$ cat src/rtl/vip_sample_assembler.sv
// -----------------------------------------------------------------------------
// vip_sample_assembler
//
// Builds complete parallel pixel samples from incoming colour-plane symbols.
// This is the receive-side partner of the clocked-video-output sample counter.
//
//   SD mode (hd_sdn = 0): one plane symbol arrives per beat in
//                         in_data[BPS-1:0]. The symbols are packed into one
//                         sample, with plane 0 in the LSBs.
//   HD mode (hd_sdn = 1): all planes arrive together in one beat and pass
//                         straight through to the output.
//
// Ports
//   clk             rising-edge clock for all logic
//   rst             synchronous, active-high reset
//   sclr            synchronous realign; throws away any partial sample
//   hd_sdn          1 = planes in parallel, 0 = planes sequential
//   in_valid/ready  input beat handshake
//   in_data         input symbol (SD) or full sample (HD)
//   out_valid/ready one-entry output stage handshake
//   out_data        assembled sample, plane 0 in LSBs
//   start_of_sample the next accepted beat begins a new sample
//   sample_ticks    plane index that the next SD beat will fill
// -----------------------------------------------------------------------------
module vip_sample_assembler #(
    parameter int BPS                          = 8,
    parameter int NUMBER_OF_COLOUR_PLANES      = 3,
    parameter int LOG2_NUMBER_OF_COLOUR_PLANES = 2
) (
    input  logic                                    clk,
    input  logic                                    rst,
    input  logic                                    sclr,
    input  logic                                    hd_sdn,
    input  logic                                    in_valid,
    output logic                                    in_ready,
    input  logic [BPS*NUMBER_OF_COLOUR_PLANES-1:0]  in_data,
    output logic                                    out_valid,
    input  logic                                    out_ready,
    output logic [BPS*NUMBER_OF_COLOUR_PLANES-1:0]  out_data,
    output logic                                    start_of_sample,
    output logic [LOG2_NUMBER_OF_COLOUR_PLANES-1:0] sample_ticks
);

    localparam int N     = NUMBER_OF_COLOUR_PLANES;
    localparam int L     = LOG2_NUMBER_OF_COLOUR_PLANES;
    localparam int W     = BPS * N;
    // The accumulator holds planes 0..N-2. It is kept at least one symbol wide
    // so that N = 1 still elaborates.
    localparam int ACC_W = (N > 1) ? BPS * (N - 1) : BPS;
    localparam logic [L-1:0] LAST_PLANE = L'(N - 1);

    logic [L-1:0]     cnt;
    logic [L-1:0]     eff_cnt;
    logic [ACC_W-1:0] accum;
    logic [W-1:0]     sd_sample;
    logic             completing;
    logic             accept;

    // sclr realigns in the same cycle, so the beat that arrives with it is
    // treated as plane 0.
    assign eff_cnt    = sclr ? '0 : cnt;
    assign completing = hd_sdn || (N == 1) || (eff_cnt == LAST_PLANE);

    // Only a completing beat needs room in the output stage. Partial beats are
    // always taken, so accumulation never stalls.
    assign in_ready   = completing ? (!out_valid || out_ready) : 1'b1;
    assign accept     = in_valid && in_ready;

    generate
        if (N > 1) begin : g_multi_plane
            assign sd_sample = {in_data[BPS-1:0], accum[BPS*(N-1)-1:0]};
        end else begin : g_single_plane
            assign sd_sample = in_data;
        end
    endgenerate

    always_ff @(posedge clk) begin
        if (rst) begin
            out_valid <= 1'b0;
            out_data  <= '0;
        end else begin
            // A completing beat that lands on the same edge as a consume
            // reloads the stage, so out_valid stays high with no bubble.
            if (out_valid && out_ready) begin
                out_valid <= 1'b0;
            end
            if (accept && completing) begin
                out_valid <= 1'b1;
                out_data  <= hd_sdn ? in_data : sd_sample;
            end
        end
    end

    // In HD mode the counter is pinned to 0. This drops any SD partial that
    // was in progress when the mode switched.
    always_ff @(posedge clk) begin
        if (rst) begin
            cnt <= '0;
        end else if (hd_sdn || (accept && completing)) begin
            cnt <= '0;
        end else if (accept) begin
            cnt <= eff_cnt + 1'b1;
        end else if (sclr) begin
            cnt <= '0;
        end
    end

    always_ff @(posedge clk) begin
        if (rst) begin
            accum <= '0;
        end else begin
            for (int k = 0; k < N - 1; k++) begin
                if (accept && !completing && (eff_cnt == L'(k))) begin
                    accum[k*BPS +: BPS] <= in_data[BPS-1:0];
                end else if (sclr || hd_sdn) begin
                    accum[k*BPS +: BPS] <= '0;
                end
            end
        end
    end

    assign start_of_sample = hd_sdn || (cnt == '0);
    assign sample_ticks    = cnt;

endmodule

$ cat config.mk
export PLATFORM = sky130hd
export DESIGN_NAME = vip_sample_assembler
export DESIGN_NICKNAME = d
export VERILOG_FILES = /design/src/rtl/vip_sample_assembler.sv
export SDC_FILE = /design/constraint.sdc
export NUM_CORES = 1
export LEC_CHECK = 0
export ABC_AREA = 1
export ABC_CLOCK_PERIOD_IN_PS = 2000
export CORE_ASPECT_RATIO = 1.25
export CORE_MARGIN = 8
export CORE_UTILIZATION = 30
export CTS_BUF_LIST = sky130_fd_sc_hd__clkbuf_4 sky130_fd_sc_hd__clkbuf_8
export CTS_CLUSTER_DIAMETER = 60
export CTS_CLUSTER_SIZE = 20
export DETAILED_ROUTE_END_ITERATION = 10
export PLACE_DENSITY_LB_ADDON = 0.1
export REMOVE_ABC_BUFFERS = 1
export SYNTH_ARGS = -nofsm -noshare
export SYNTH_HDL_FRONTEND = slang
export SYNTH_SLANG_ARGS = --single-unit
$ cat constraint.sdc
create_clock -name clk -period 2 [get_ports clk]
set_clock_uncertainty 0.05 [all_clocks]
set_input_delay 0.2 -clock clk [delete_from_list [all_inputs] [get_ports clk]]
set_output_delay 0.2 -clock clk [all_outputs]
set_load 0.05 [all_outputs]
==> summary.txt <==
GRT
  • Largest net degree at the start of global routing: 26
  • Global-route wire length before repair: 10.4 mm
  • Vias in the first global route: 2176
  • M2 GR Usage: 20.6%
  • Grt met1 use: between 10% and 20%
  • Met3 Usage GRT: 3.46%
  • Most crowded layer after global routing: met2
  • Initial antenna violation count: 0
  • Global route overflow: 0
  • Gr usage total: 12.2%

Place
  • # port buffers: 58
  • Placed cells: 477
  • Hpwl dp: 4.26 mm
  • Placer congestion estimate: approximately 0.8
  • Dpl ws: 0.0262 ns
  • Placed Area: 2880 µm²

STA
  • Setup ws final: 0.154 ns
  • Period utilisation layout: 92.3%
  • Worst-margin pin slew: 0.518 ns
  • Setup violators final: 0
  • Final Max Slew Viols: 0
  • Final hold viol count: 0
  • RSZ-0062 raised after global routing: false
  • Normalized max-slew margin: 65.4%
  • Highest Clock Rate: 542 MHz
  • Min Tclk post-route: 1.85 ns

Setup path
  • Crit end category: output pin
  • CP Max Fanout: 4
  • Startpoint Class: flop
  • Critical Path AT: between 1.5 and 2 ns
  • Worst Path Required: 1.75 ns
  • Setup CP Type: flop to output pin

Final layout
  • Commonest non-fill, non-tap cell in the layout: nand2_1
  • Area delta synth->final: 39.0%
  • Final std cells w/o fill: 485
  • Share of cells above drive strength 1: 7.85%
  • Design Area, Final: between 2000 and 3000 µm²
  • Fillcell total: 790
  • Register area: 861 µm²
  • Ant. Diodes: 0
  • Final Net Count: 427
  • Most frequent cells in the layout: nand2_1 (120), clkdlybuf4s50_1 (56), nor2_1 (51)
  • Area of the multi-input gates: 1050 µm²

Min path
  • HP Class: flop to flop

Floorplan
  • Initial Util: a little under a third
  • Die Span Y: 111 µm
  • I/O Pins: 59
  • Die area: 10200 µm²
  • Core area: 6980 µm²
  • # rows: 34
  • Chip width: around 92 µm

Power and ir drop
  • Sw Ratio: 30.2%
  • Pwr Density: slightly above 700 nW/µm²
  • Net switching power: about 0.00064 W
  • Sequential fraction of design power: 43.0%
  • Cell internal pwr: around 0.0015 W
  • VDD IR max: 340 µV
  • Clock Power Share: 34.1%
  • Leakage power total: 1.37 nW
  • Gate power share: 23.0%

Logic synthesis
  • Synth top area share: 39.9%
  • Post-synth design cell area: 2160 µm²
  • Synth area leader: dfxtp_1
  • Top cells by area, synth: dfxtp_1 (40%), nand2_1 (21%), nor2_1 (8.9%), inv_1 (5.4%), nand3_1 (4.9%)
  • Cells after Synth: between 300 and 400
  • Synthesized flop and latch total: 43
  • Register area share after synthesis: 39.9%
  • Syn. warnings: 0
  • Syn_area_per_cell: approximately 6.4 µm²
  • Yosys cell types: 19

Clock tree
  • Num CTS Buffers: 5
  • Skew-Pair Late Insertion Delay: 0.30 ns
  • Post_cts resized: 0
  • Setup fix buffers added after clock tree synthesis: 0
  • CTS tree: built
  • Clock transition at path regs: 0.09 ns
  • Longest Clk Path Bufs: 2
  • H-tree depth: 2
  • Cts hold-fix bufs: 0
  • Clock sink count: 43
  • Root Driver: clkbuf_8

Run status
  • Outcome: complete, no violations

Detailed routing
  • Iteration-0 DRC Markers: 96
  • WL/cell: approximately 12 µm
  • TritonRoute pass-1 iters: 4
  • Drt total wl: 5.96 mm
  • Detail Route Antenna Nets: 0
  • Remaining DRCs: 0
  • Vias per inst: 4.41
  • Vias: 2140

Run
  • Max-Cap Viols: 0
==> through the flow <==
step	setup TNS (ns)	util, %	total power, W	hold slack (ns)
final	0	43.0	0.00214	0.435
after global routing	0	43.0	0.00225	0.456
after CTS	0	43.0	0.00217	0.438
after detailed placement	0	41.3	0.00143	0.425
after global placement	0	41.3	0.00143	0.419
after floorplan	-0.886	-	0.00121	0.219
==> kinds of logic after synthesis <==
logic type	Yosys count	share of synthesized area (%)
DFF	43	39.9
AOI/OAI and AO/OA	22	5.10
adders and majority gates	3	1.74
buffers and inverters	54	11.7
and+or+nand+nor	213	41.6
==> power groups by stage <==
stage	registers, W	clock network (W)	logic (W)
2_1_floorplan	0.00106	0	0.000145
3_3_place_gp	0.000938	0	0.000494
3_5_place_dp	0.000938	0	0.000494
4_1_cts	0.000918	0.000757	0.000497
5_1_grt	0.000924	0.000787	0.000539
6_report	0.000917	0.000728	0.000490
==> path summary, 6_finish.rpt <==
| kind | slack (ns) | depth (start not counted) | from | endpoint |
|---|---|---|---|---|
| max | 0.15 | 8 | sample_ticks[0] | in_ready |
| min | 0.44 | 2 | accum[4] | accum[4] |
| max reg2reg | 0.30 | 8 | sample_ticks[0] | accum[1] |
| min reg2reg | 0.44 | 2 | accum[4] | accum[4] |
==> metal layers <==
layer  routed length (µm)  part of all wire (%)
met2                 2960                    50
met5                    0                     0
met3                  286                   4.8
met4                   80                   1.3
met1                 2630                    44
==> synthesized netlist by cell type (all sizes together) <==
library cell  number
clkinv             1
o21ai              3
inv               33
ha                 3
dfxtp             43
clkbuf             5
nand4             16
nor2              53
nand2            122
a21oi             19
buf               15
nand3             22
==> sequential cells by signal, indices dropped and copies added, names as in the netlist <==
name          cells
out_data         24
accum            16
out_valid         1
sample_ticks      2
==> worst max-delay path, stage by stage (launching register included) <==
cell and delay, ns:
dfxtp_1 0.36, inv_1 0.05, nor2_1 0.12, inv_1 0.09, ha_1 0.25, inv_2 0.06
nand2_2 0.07, nand2_2 0.13, buf_12 0.15
==> cell type report <==
type / count / area share [%]
flip-flops and latches: 43 / 28.7
inverters: 34 / 4.34
multi-input cells: 238 / 34.9
clock inverters: 2 / 1.17
clock buffers: 6 / 2.75
repair buffers: 72 / 24.4
well taps: 90 / 3.75
No activity file was read; power rests on OpenSTA's default activity.
